===== config.mk =====
export PLATFORM = sky130hd
export DESIGN_NAME = formant_dp_sequencer
export DESIGN_NICKNAME = d
export VERILOG_FILES = /design/src/rtl/formant_pkg.sv /design/src/rtl/seq_watchdog.sv /design/src/rtl/formant_dp_sequencer.sv
export SDC_FILE = /design/constraint.sdc
export NUM_CORES = 1
export LEC_CHECK = 0
export ABC_CLOCK_PERIOD_IN_PS = 3750
export CORE_MARGIN = 1.5
export CORE_UTILIZATION = 40
export CTS_CLUSTER_DIAMETER = 150
export DETAILED_ROUTE_END_ITERATION = 12
export PLACE_DENSITY_LB_ADDON = 0.05
export SKIP_LAST_GASP = 1
export SLEW_MARGIN = 40
export SYNTH_ARGS = -nofsm -noshare
export SYNTH_HDL_FRONTEND = slang
export SYNTH_SLANG_ARGS = --single-unit

===== constraint.sdc =====
create_clock -name clk_in -period 3.75 [get_ports clk_in]
set_clock_uncertainty 0.1 [all_clocks]
set_input_delay 0.9375 -clock clk_in [delete_from_list [all_inputs] [get_ports clk_in]]
set_output_delay 0.9375 -clock clk_in [all_outputs]
set_load 0.1 [all_outputs]

===== src/rtl/formant_pkg.sv =====
// Shared types and constants for the formant-tracking DP scheduler.
// Column width here matches the default frame size; modules derive their own from I.
package formant_pkg;

  localparam int unsigned I_MAX = 160;
  localparam int unsigned COL_W = $clog2(I_MAX);

  typedef logic [COL_W-1:0] col_t;

  localparam logic [1:0] ERR_NONE    = 2'd0;
  localparam logic [1:0] ERR_TIMEOUT = 2'd1;
  localparam logic [1:0] ERR_WRCNT   = 2'd2;
  localparam logic [1:0] ERR_NUMI    = 2'd3;

  typedef enum logic [3:0] {
    S_IDLE,
    S_EMIN_GO,
    S_EMIN_WAIT,
    S_F_GO,
    S_F_WAIT,
    S_BT_GO,
    S_BT_WAIT,
    S_DONE,
    S_ERR
  } seq_state_t;

  // States in which the sequencer is waiting on a downstream unit.
  function automatic logic is_wait_state(input seq_state_t s);
    return (s == S_EMIN_WAIT) || (s == S_F_WAIT) || (s == S_BT_WAIT);
  endfunction

endpackage


===== src/rtl/seq_watchdog.sv =====
// Cycle watchdog for the sequencer WAIT states.
// Expired is raised during the TIMEOUT-th consecutive enabled cycle since the last clear.
module seq_watchdog #(
  parameter int unsigned TIMEOUT = 4096
) (
  input  logic clk_in,
  input  logic rst_in,
  input  logic clear,
  input  logic enable,
  output logic expired
);

  localparam int unsigned CNT_W = $clog2(TIMEOUT + 1);

  logic [CNT_W-1:0] r_cnt;

  always_ff @(posedge clk_in or posedge rst_in) begin
    if (rst_in) begin
      r_cnt <= '0;
    end else if (clear) begin
      r_cnt <= '0;
    end else if (enable) begin
      r_cnt <= r_cnt + CNT_W'(1);
    end
  end

  assign expired = enable && (r_cnt == CNT_W'(TIMEOUT - 1));

endmodule


===== src/rtl/formant_dp_sequencer.sv =====
// Column scheduler for the formant DP: drives Emin, F and backtrack units in turn.
// All outputs are registered from the current state, so they trail the state by one cycle.
module formant_dp_sequencer
  import formant_pkg::*;
#(
  parameter int unsigned I        = 160,
  parameter int unsigned FORMANTS = 5,
  parameter int unsigned TIMEOUT  = 4096
) (
  input  logic                 clk_in,
  input  logic                 rst_in,
  input  logic                 start,
  input  logic                 abort,
  input  logic [$clog2(I)-1:0] num_i,
  output logic                 emin_start,
  output logic [$clog2(I)-1:0] emin_i,
  input  logic                 emin_done,
  output logic                 f_begin_iter,
  output logic [$clog2(I)-1:0] f_i,
  input  logic                 f_output_valid,
  input  logic                 f_iter_done,
  output logic                 bt_start,
  input  logic                 bt_done,
  output logic [$clog2(I)-1:0] cur_i,
  output logic                 busy,
  output logic                 done,
  output logic                 error,
  output logic [1:0]           err_code
);

  localparam int unsigned CW   = $clog2(I);
  localparam int unsigned WR_W = $clog2(TIMEOUT + 1);

  seq_state_t       r_state, w_state_nxt;
  logic [CW-1:0]    r_cur_i, w_cur_i_nxt;
  logic [CW-1:0]    r_num_i, w_num_i_nxt;
  logic [WR_W-1:0]  r_wr_cnt, w_wr_cnt_nxt;
  logic [1:0]       r_err, w_err_nxt;

  logic [WR_W-1:0]  w_wr_sum;
  logic [31:0]      w_exp;
  logic             w_last_col;
  logic             w_expired;
  logic             w_wd_clear;
  logic             w_in_wait;

  // A valid in the same cycle as iter_done is included in the compared count.
  assign w_wr_sum   = r_wr_cnt + WR_W'(f_output_valid);
  assign w_exp      = ((32'(r_cur_i) + 32'd1) < FORMANTS) ? (32'(r_cur_i) + 32'd1) : FORMANTS;
  assign w_last_col = (r_cur_i == (r_num_i - CW'(1)));
  assign w_in_wait  = is_wait_state(r_state);
  assign w_wd_clear = (w_state_nxt != r_state);

  seq_watchdog #(
    .TIMEOUT (TIMEOUT)
  ) u_watchdog (
    .clk_in  (clk_in),
    .rst_in  (rst_in),
    .clear   (w_wd_clear),
    .enable  (w_in_wait),
    .expired (w_expired)
  );

  always_ff @(posedge clk_in or posedge rst_in) begin
    if (rst_in) begin
      r_state  <= S_IDLE;
      r_cur_i  <= '0;
      r_num_i  <= '0;
      r_wr_cnt <= '0;
      r_err    <= ERR_NONE;
    end else begin
      r_state  <= w_state_nxt;
      r_cur_i  <= w_cur_i_nxt;
      r_num_i  <= w_num_i_nxt;
      r_wr_cnt <= w_wr_cnt_nxt;
      r_err    <= w_err_nxt;
    end
  end

  always_comb begin
    w_state_nxt  = r_state;
    w_cur_i_nxt  = r_cur_i;
    w_num_i_nxt  = r_num_i;
    w_wr_cnt_nxt = r_wr_cnt;
    w_err_nxt    = r_err;

    if (abort) begin
      w_state_nxt = S_IDLE;
      w_cur_i_nxt = '0;
      w_err_nxt   = ERR_NONE;
    end else begin
      unique case (r_state)
        S_IDLE, S_DONE, S_ERR: begin
          if (start) begin
            if (num_i == '0) begin
              w_state_nxt = S_ERR;
              w_err_nxt   = ERR_NUMI;
            end else begin
              w_state_nxt = S_EMIN_GO;
              w_num_i_nxt = num_i;
              w_cur_i_nxt = '0;
              w_err_nxt   = ERR_NONE;
            end
          end
        end
        S_EMIN_GO: w_state_nxt = S_EMIN_WAIT;
        S_EMIN_WAIT: begin
          if (emin_done) begin
            w_state_nxt = S_F_GO;
          end else if (w_expired) begin
            w_state_nxt = S_ERR;
            w_err_nxt   = ERR_TIMEOUT;
          end
        end
        S_F_GO: begin
          w_wr_cnt_nxt = '0;
          w_state_nxt  = S_F_WAIT;
        end
        S_F_WAIT: begin
          w_wr_cnt_nxt = w_wr_sum;
          if (f_iter_done) begin
            if (32'(w_wr_sum) != w_exp) begin
              w_state_nxt = S_ERR;
              w_err_nxt   = ERR_WRCNT;
            end else if (w_last_col) begin
              w_state_nxt = S_BT_GO;
            end else begin
              w_cur_i_nxt = r_cur_i + CW'(1);
              w_state_nxt = S_EMIN_GO;
            end
          end else if (w_expired) begin
            w_state_nxt = S_ERR;
            w_err_nxt   = ERR_TIMEOUT;
          end
        end
        S_BT_GO: w_state_nxt = S_BT_WAIT;
        S_BT_WAIT: begin
          if (bt_done) begin
            w_state_nxt = S_DONE;
          end else if (w_expired) begin
            w_state_nxt = S_ERR;
            w_err_nxt   = ERR_TIMEOUT;
          end
        end
        default: w_state_nxt = S_IDLE;
      endcase
    end
  end

  // Abort zeroes the outputs on the same edge that returns the FSM to IDLE.
  always_ff @(posedge clk_in or posedge rst_in) begin
    if (rst_in) begin
      emin_start   <= 1'b0;
      f_begin_iter <= 1'b0;
      bt_start     <= 1'b0;
      emin_i       <= '0;
      f_i          <= '0;
      cur_i        <= '0;
      busy         <= 1'b0;
      done         <= 1'b0;
      error        <= 1'b0;
      err_code     <= ERR_NONE;
    end else if (abort) begin
      emin_start   <= 1'b0;
      f_begin_iter <= 1'b0;
      bt_start     <= 1'b0;
      emin_i       <= '0;
      f_i          <= '0;
      cur_i        <= '0;
      busy         <= 1'b0;
      done         <= 1'b0;
      error        <= 1'b0;
      err_code     <= ERR_NONE;
    end else begin
      emin_start   <= (r_state == S_EMIN_GO);
      f_begin_iter <= (r_state == S_F_GO);
      bt_start     <= (r_state == S_BT_GO);
      emin_i       <= r_cur_i;
      f_i          <= r_cur_i;
      cur_i        <= r_cur_i;
      busy         <= !((r_state == S_IDLE) || (r_state == S_DONE) || (r_state == S_ERR));
      done         <= (r_state == S_DONE);
      error        <= (r_state == S_ERR);
      err_code     <= r_err;
    end
  end

endmodule

==> results.tsv, run 1 <==
metric	value	unit
R2R Path End	r_cur_i[6]	
post-synthesis sequential area ratio	40.0	%
Num CTS Buffers	9	
Yosys warnings	0	
fillers	955	
Detailed Place HPWL	6.78	mm
Post-Synth Adder-Cell Area	1.56	%
antenna violations before repair	0	
worst r2r path cells	8	
Root Buffer	clkbuf_8	
Final Max Slew Viols	0	
min Tclk post-route	3.65	ns
# diodes	0	
CP Launch Type	input pin	
Rows	36	
H-tree levels	3	
pin count of the biggest net entering global routing	35	
Post-synth EDFFs	0	
synth-to-layout area growth	18.2	%
final WL	9.63	mm
worst hold stages	1	
GRT Resource Usage Total	19.6	%
Remaining Overflow, GRT	0	
drt pass-1 iters	5	
Layout Utilization	48.7	%
IO Pins	48	
delay of the slowest critical-path stage	0.48	ns
vias per cell	5.48	
syn nets	478	
Setup-failing EPs final	0	
WP data arrival	3.79	ns
ANT nets after route	0	
CTS sink cnt	64	
Worst Hold Class	reg2reg	
Synth Area in Compound Gates	15.9	%
Critical path buffers and inverters	1	
CP most frequent cell	or4_1	
Least-Margin Pin Slew	0.821	ns
CP Capture Type	register	
Setup CP Type	in2reg	
CTS tree	built	
Cell Area, Synth	0.00401	sq mm
Final Total Pwr	2.10	mW
gate count of the mapped netlist	457	
Synth Area in XOR/XNOR	5.47	%
DRT iter0 DRCs	143	
simple-gate share of the synthesized area	27.6	%
clk slew on worst S/H paths	0.08	ns
worst-path maximum fanout	7	
R2R Setup Slk	0.73	ns
clock share of power	32.4	%
vias in the first global route	3284	
Comb power frac	28.4	%
Slew headroom	44.9	%
largest family of logic cells by synthesized area	simple AND/OR/NAND/NOR gates	
Total Neg Setup Slack	0	ns
Net Switching	0.716	mW
maximum vdd ir drop	0.195	mV
Worst Hold Launch	r_wr_cnt[0]	
switching share of power	34.0	%
power share of the sequential group	39.2	%
Nets	511	
Final GP Congestion	0.834	
outcome	finished clean	
hold endpoint	r_wr_cnt[0]	
clock latency on the worst-skew pair	0.35	ns
first-pass GRT wire length	16.2	mm
CP cell instances	clkdlybuf4s50_1 > ha_2 > and3_4 > or4_1 > a222oi_1 > o211ai_1 > or3_4 > or4_1 > a31o_1	
Yosys cell types	63	
PwrDens	444	mW/mm^2
Die Width	103	um
final hold violation count	0	
ys flop type	dfrtp_1	
Synth async-reset ratio	100	%
CTS hold repair buffers	0	
ratio of cells with drive above 1 in the final layout	18.0	%
Static Leak	1.98	nW
vias	3441	
required time of the critical path	3.89	ns
final period utilization	97.3	%
mux contribution to synthesized area	2.15	%
Max clock buf depth	2	
f_max	0.274	GHz
die area	0.0106	sq mm
IO Port Bufs	47	
syn avg cell area	8.77	sq um
CORE AREA	0.00973	sq mm
DRC	0	
delay-heaviest family, CP	simple AND/OR/NAND/NOR gates	
Pint	1.39	mW
MaxCap Viol Count	0	
Initial Util	41.2	%
Die Ht	103	um
Avg WL per Cell	15.3	um
Critical R2R Launch	r_wr_cnt[0]	
slowest CP cell	or4_1	
FF+latch count, synth	64	
metal layers:
| layer | vias up | global-route usage, % | wire length [um] |
|---|---|---|---|
| met5 | - | 0 | 0 |
| met4 | 0 | 5.51 | 91 |
| met3 | 7 | 3.86 | 351 |
| met2 | 73 | 31.2 | 4530 |
| met1 | 1642 | 27.2 | 4660 |
| li1 | 1719 | - | - |
kinds of logic (layout without fill, tap and decap cells):
| kind of cell | Yosys count | after routing |
|---|---|---|
| xor+xnor | 25 | 25 |
| fa+ha+maj | 5 | 5 |
| buf+inv | 57 | 95 |
| mux | 8 | 8 |
| compound gates | 96 | 96 |
| simple gates | 202 | 202 |
| flops | 64 | 64 |
sequential cells by signal, indices dropped and copies added (netlist names), 2 cells and up:
register,flops
r_cur_i,8
r_err,2
u_watchdog.r_cnt,13
err_code,2
cur_i,8
r_state,4
r_num_i,8
r_wr_cnt,13
power groups by stage:
stage	Combinational (mW)	Sequential, mW	Clock (mW)
finish	0.598	0.825	0.681
global route	0.655	0.837	0.729
CTS	0.589	0.824	0.699
detailed placement	0.576	0.838	0
global placement	0.574	0.834	0
floorplan	0.377	0.860	0
cells in the mapped netlist (4+ instances only):
master | n | share of area, %
nor2_1 | 38 | 3.6
ha_1 | 5 | 1.6
nor4b_1 | 4 | 0.87
o21ai_0 | 34 | 4.2
nand4_1 | 9 | 1.4
nor2b_1 | 10 | 1.6
inv_1 | 11 | 1.0
nor3_1 | 16 | 2.0
and3_1 | 4 | 0.62
nand2b_1 | 8 | 1.2
a31oi_1 | 5 | 0.78
a21oi_1 | 15 | 1.9
nand3_1 | 12 | 1.5
xor2_1 | 12 | 2.6
buf_4 | 17 | 3.2
xnor2_1 | 13 | 2.8
and2_1 | 10 | 1.6
or2_2 | 4 | 0.62
or4_1 | 8 | 1.5
clkbuf_1 | 23 | 2.2
o211ai_1 | 4 | 0.75
nor4_1 | 18 | 2.8
nand2_1 | 36 | 3.4
mux2_2 | 5 | 1.4
or3_1 | 8 | 1.2
dfrtp_1 | 64 | 40
cell usage in the layout (no fill, tap or decap), types with 13 or more instances in the layout:
cell type	synthesis	final
buf_4	17	39
nor3_1	16	16
nand2_1	36	36
nor2_1	38	38
o21ai_0	34	34
dfrtp_1	64	64
nor4_1	18	16
clkdlybuf4s50_1	0	15
xnor2_1	13	13
a21oi_1	15	15
through the flow:
stage	hold WS, ns	setup slack [ns]	area, sq um	cells
after floorplan	0.360	0.0594	4010	457
after global placement	0.391	-0.347	4530	612
after detailed placement	0.392	-0.406	4470	612
after CTS	0.411	-0.00807	4700	628
after global routing	0.443	-0.00165	4730	628
final	0.411	0.0996	4730	628
worst max-delay path by stage:
stage / to / slack (ns) / from / cells past startpoint
floorplan: r_cur_i[6] / 0.06 / f_output_valid / 10
global placement: r_cur_i[6] / -0.35 / f_output_valid / 9
detailed placement: r_cur_i[6] / -0.41 / f_output_valid / 9
CTS: r_cur_i[6] / -0.008 / f_output_valid / 9
global route: r_cur_i[6] / -0.002 / f_output_valid / 9
finish: r_cur_i[6] / 0.1 / f_output_valid / 9
cell type report:
type                            count  area (sq um)  share of cell area, %
Clock buffer                       11           141                   2.99
Clock inverter                      5          78.8                   1.66
Inverter                           11          41.3                  0.872
Multi-Input combinational cell    336          2160                   45.7
Sequential cell                    64          1600                   33.8
Tap cell                          133           166                   3.51
Timing Repair Buffer               68           543                   11.5
timing repair:
item / in CTS / in global routing
pin swaps: 0 / 3
resized for setup: 2 / 5
buffers inserted: 0 / 0
setup endpoints to repair: 8 / 21
Power figures use the tool's default switching activity.
==> run 2, diff against run 1 <==
--- a/config.mk
+++ b/config.mk
@@ -15,4 +15,5 @@
 export SLEW_MARGIN = 40
 export SYNTH_ARGS = -nofsm -noshare
 export SYNTH_HDL_FRONTEND = slang
+export SYNTH_HIERARCHICAL = 1
 export SYNTH_SLANG_ARGS = --single-unit
==> run 2 against run 1 <==
  * Non-clock buffer count rose by 36
  * Flip-flop and latch count did not move
  * Cell count rose by 3.5%
  * Critical path depth rose by 5
  * Via count rose by 1.7%
  * Core utilization rose by 2.6 points
  * Register-to-register slack got worse by 0.48 ns
  * Worst hold slack improved by 0.027 ns
  * Global-route usage rose by 0.77 points
  * Count of clock-buffer cells in the layout fell by 1
  * Critical endpoint is now u_watchdog/r_cnt[9]
  * Highest routed layer unchanged
==> results.tsv, run 2 <==
metric	value	unit
worst hold stages	2	
CP Launch Type	input pin	
dominant cell type by area after synthesis	dfrtp_1	
Max clock buf depth	2	
switching share of power	36.8	%
gate count of the mapped netlist	439	
hold endpoint	err_code[0]	
Setup CP Type	in2reg	
CTS sink cnt	64	
FF+latch count, synth	64	
IO Port Bufs	47	
CTS tree	built	
syn nets	460	
dpl cell area	0.00469	sq mm
post-synthesis sequential area ratio	40.3	%
Final WS setup	0.165	ns
Die Width	103	um
Synth top area share	40.3	%
drt pass-1 iters	5	
Least-Margin Pin Slew	0.683	ns
slowest CP cell	mux2_2	
worst r2r path cells	13	
RSZ-0062 raised after global routing	no	
Yosys cell types	72	
final period utilization	95.6	%
top flop regs	r_wr_cnt x13, u_watchdog/r_cnt x13	
maximum vdd ir drop	0.232	mV
Critical R2R Launch	r_state[3]	
# diodes	0	
top cells by area, synth	dfrtp_1 (40%), o21ai_0 (4.4%), nand2_1 (3.3%), buf_4 (3.2%), nor2_1 (3.2%)	
placed cell count	628	
most used cells in the layout excluding fill and tap cells	buf_4 (78), dfrtp_1 (64), nand2_1 (35), nor2_1 (34), o21ai_0 (33)	
outcome	finished clean	
synth-to-layout area growth	25.0	%
pin count of the biggest net entering global routing	52	
ratio of cells with drive above 1 in the final layout	28.0	%
Post-Layout Inst Area	0.00496	sq mm
CTS hold repair buffers	0	
CP cell instances	dlygate4sd2_1 > ha_4 > ha_4 > xnor2_1 > nand3b_1 > a21o_1 > a211oi_2 > nand3_2 > o21ai_1 > a211o_1 > o211ai_1 > buf_4 > nor4_2 > mux2_2	
die area	0.0105	sq mm
CP Capture Type	register	
final hold violation count	0	
Detailed Place HPWL	7.02	mm
Net Switching	0.788	mW
Setup-failing EPs final	0	
ys flop type	dfrtp_1	
Root Buffer	clkbuf_8	
Die Ht	103	um
clk slew on worst S/H paths	0.07	ns
antenna violations before repair	0	
vias	3500	
GRT Resource Usage Total	20.4	%
Worst Hold Class	reg2reg	
CP most frequent cell	ha_4	
Pint	1.35	mW
Final GP Congestion	0.847	
Remaining Overflow, GRT	0	
Critical path buffers and inverters	2	
Cell Area, Synth	0.00397	sq mm
Static Leak	2.16	nW
worst-path maximum fanout	5	
syn avg cell area	9.04	sq um
Rows	36	
IO Pins	48	
pre-CTS setup slack	-0.576	ns
R2R Path End	u_watchdog/r_cnt[9]	
CORE AREA	0.00968	sq mm
delay of the slowest critical-path stage	0.36	ns
Comb power frac	36.3	%
f_max	0.279	GHz
most frequent cell after synthesis	dfrtp_1	
Final Max Slew Viols	0	
WP data arrival	3.73	ns
min Tclk post-route	3.58	ns
Finished Layout Cells	650	
Initial Util	41.0	%
Num CTS Buffers	9	
Nets	534	
Yosys warnings	6	
DRC	0	
most frequent cells after synthesis	dfrtp_1 (64), nand2_1 (35), o21ai_0 (35)	
clock share of power	23.9	%
DRT iter0 DRCs	171	
R2R Setup Slk	0.25	ns
delay-heaviest family, CP	compound AO/OA/AOI/OAI gates	
required time of the critical path	3.90	ns
first-pass GRT wire length	16.5	mm
Total Neg Setup Slack	0	ns
power share of the sequential group	39.8	%
PwrDens	431	mW/mm^2
clock latency on the worst-skew pair	0.36	ns
most common cell after layout, fill and taps aside	buf_4	
H-tree levels	3	
Slew headroom	54.5	%
final WL	9.88	mm
MaxCap Viol Count	0	
vias in the first global route	3337	
Synth async-reset ratio	100	%
Post-synth EDFFs	0	
Avg WL per Cell	15.2	um
vias per cell	5.38	
fillers	900	
Worst Hold Launch	r_err[0]	
ANT nets after route	0	
[run 2: cell count changes after synthesis, moves of 5 or more]
cell / previous run / this run
clkbuf_1: 23 / 14
nor4_1: 18 / 6
nor3_1: 16 / 9
and2_1: 10 / 2
xor2_1: 12 / 7
mux2_2: 5 / 11
[run 2: worst max-delay path by stage]
stage	slack [ns]	cells after the start	start	to
3_3_place_gp	-0.48	13	f_output_valid	u_watchdog/r_cnt[9]
6_report	0.17	14	f_output_valid	u_watchdog/r_cnt[9]
4_1_cts	0.05	13	num_i[3]	u_watchdog/r_cnt[9]
3_5_place_dp	-0.58	13	f_output_valid	u_watchdog/r_cnt[9]
5_1_grt	0.002	13	r_state[3]	u_watchdog/r_cnt[9]
2_1_floorplan	-0.05	18	r_state[2]	u_watchdog/r_cnt[9]
[run 2: through the flow]
stage          hold WS [ns]  util, %  total power [mW]
2_1_floorplan         0.372        -              1.39
3_3_place_gp          0.412     49.0              1.60
3_5_place_dp          0.415     48.5              1.61
4_1_cts               0.445     50.8              2.16
5_1_grt               0.461     51.3              2.29
6_report              0.439     51.3              2.14
[run 2: cells by family (layout without fill, tap and decap cells)]
logic type | count (synthesis) | count (layout) | share of synthesized area [%]
compound gates | 109 | 109 | 18.6
xor+xnor | 21 | 21 | 4.63
fa+ha+maj | 5 | 5 | 1.58
buf+inv | 54 | 132 | 6.97
flops | 64 | 64 | 40.3
mux | 13 | 13 | 3.62
simple gates | 173 | 173 | 24.3
[run 2: final cells by class]
class	count	area (sq um)	area share, %
clock buffers	10	128	2.57
clock inverters	5	35.0	0.706
inverters	13	48.8	0.983
multi-input cells	321	2190	44.2
flip-flops and latches	64	1600	32.3
well taps	133	166	3.35
repair buffers	104	790	15.9
[run 2: layer usage]
metal  vias to the layer above  share of wire, %  global-route usage [%]
li1                       1733                 -                       -
met1                      1687                46                    25.9
met2                        64                49                    34.4
met3                        16               3.3                    4.54
met4                         0               1.7                    6.74
met5                         -                 0                       0
[run 2: worst min-delay path: cells and delay by family (launching register included)]
family / cells / cell delay [ns]
buffers and inverters: 1 / 0.08
DFF: 1 / 0.39
and+or+nand+nor: 1 / 0.04
[run 2: repair_timing]
action | in CTS | in global routing
endpoints found under the setup margin | 9 | 9
pin swaps | 6 | 7
gates resized for setup | 7 | 4
buffers inserted | 5 | 2
endpoints found under the hold margin | 0 | 0
[run 2: power by group through the flow]
stage	clock [mW]	sequential (mW)	combinational, mW
after CTS	0.538	0.849	0.775
after global routing	0.568	0.861	0.857
after floorplan	0	0.870	0.525
final	0.513	0.851	0.777
after global placement	0	0.856	0.739
after detailed placement	0	0.861	0.746
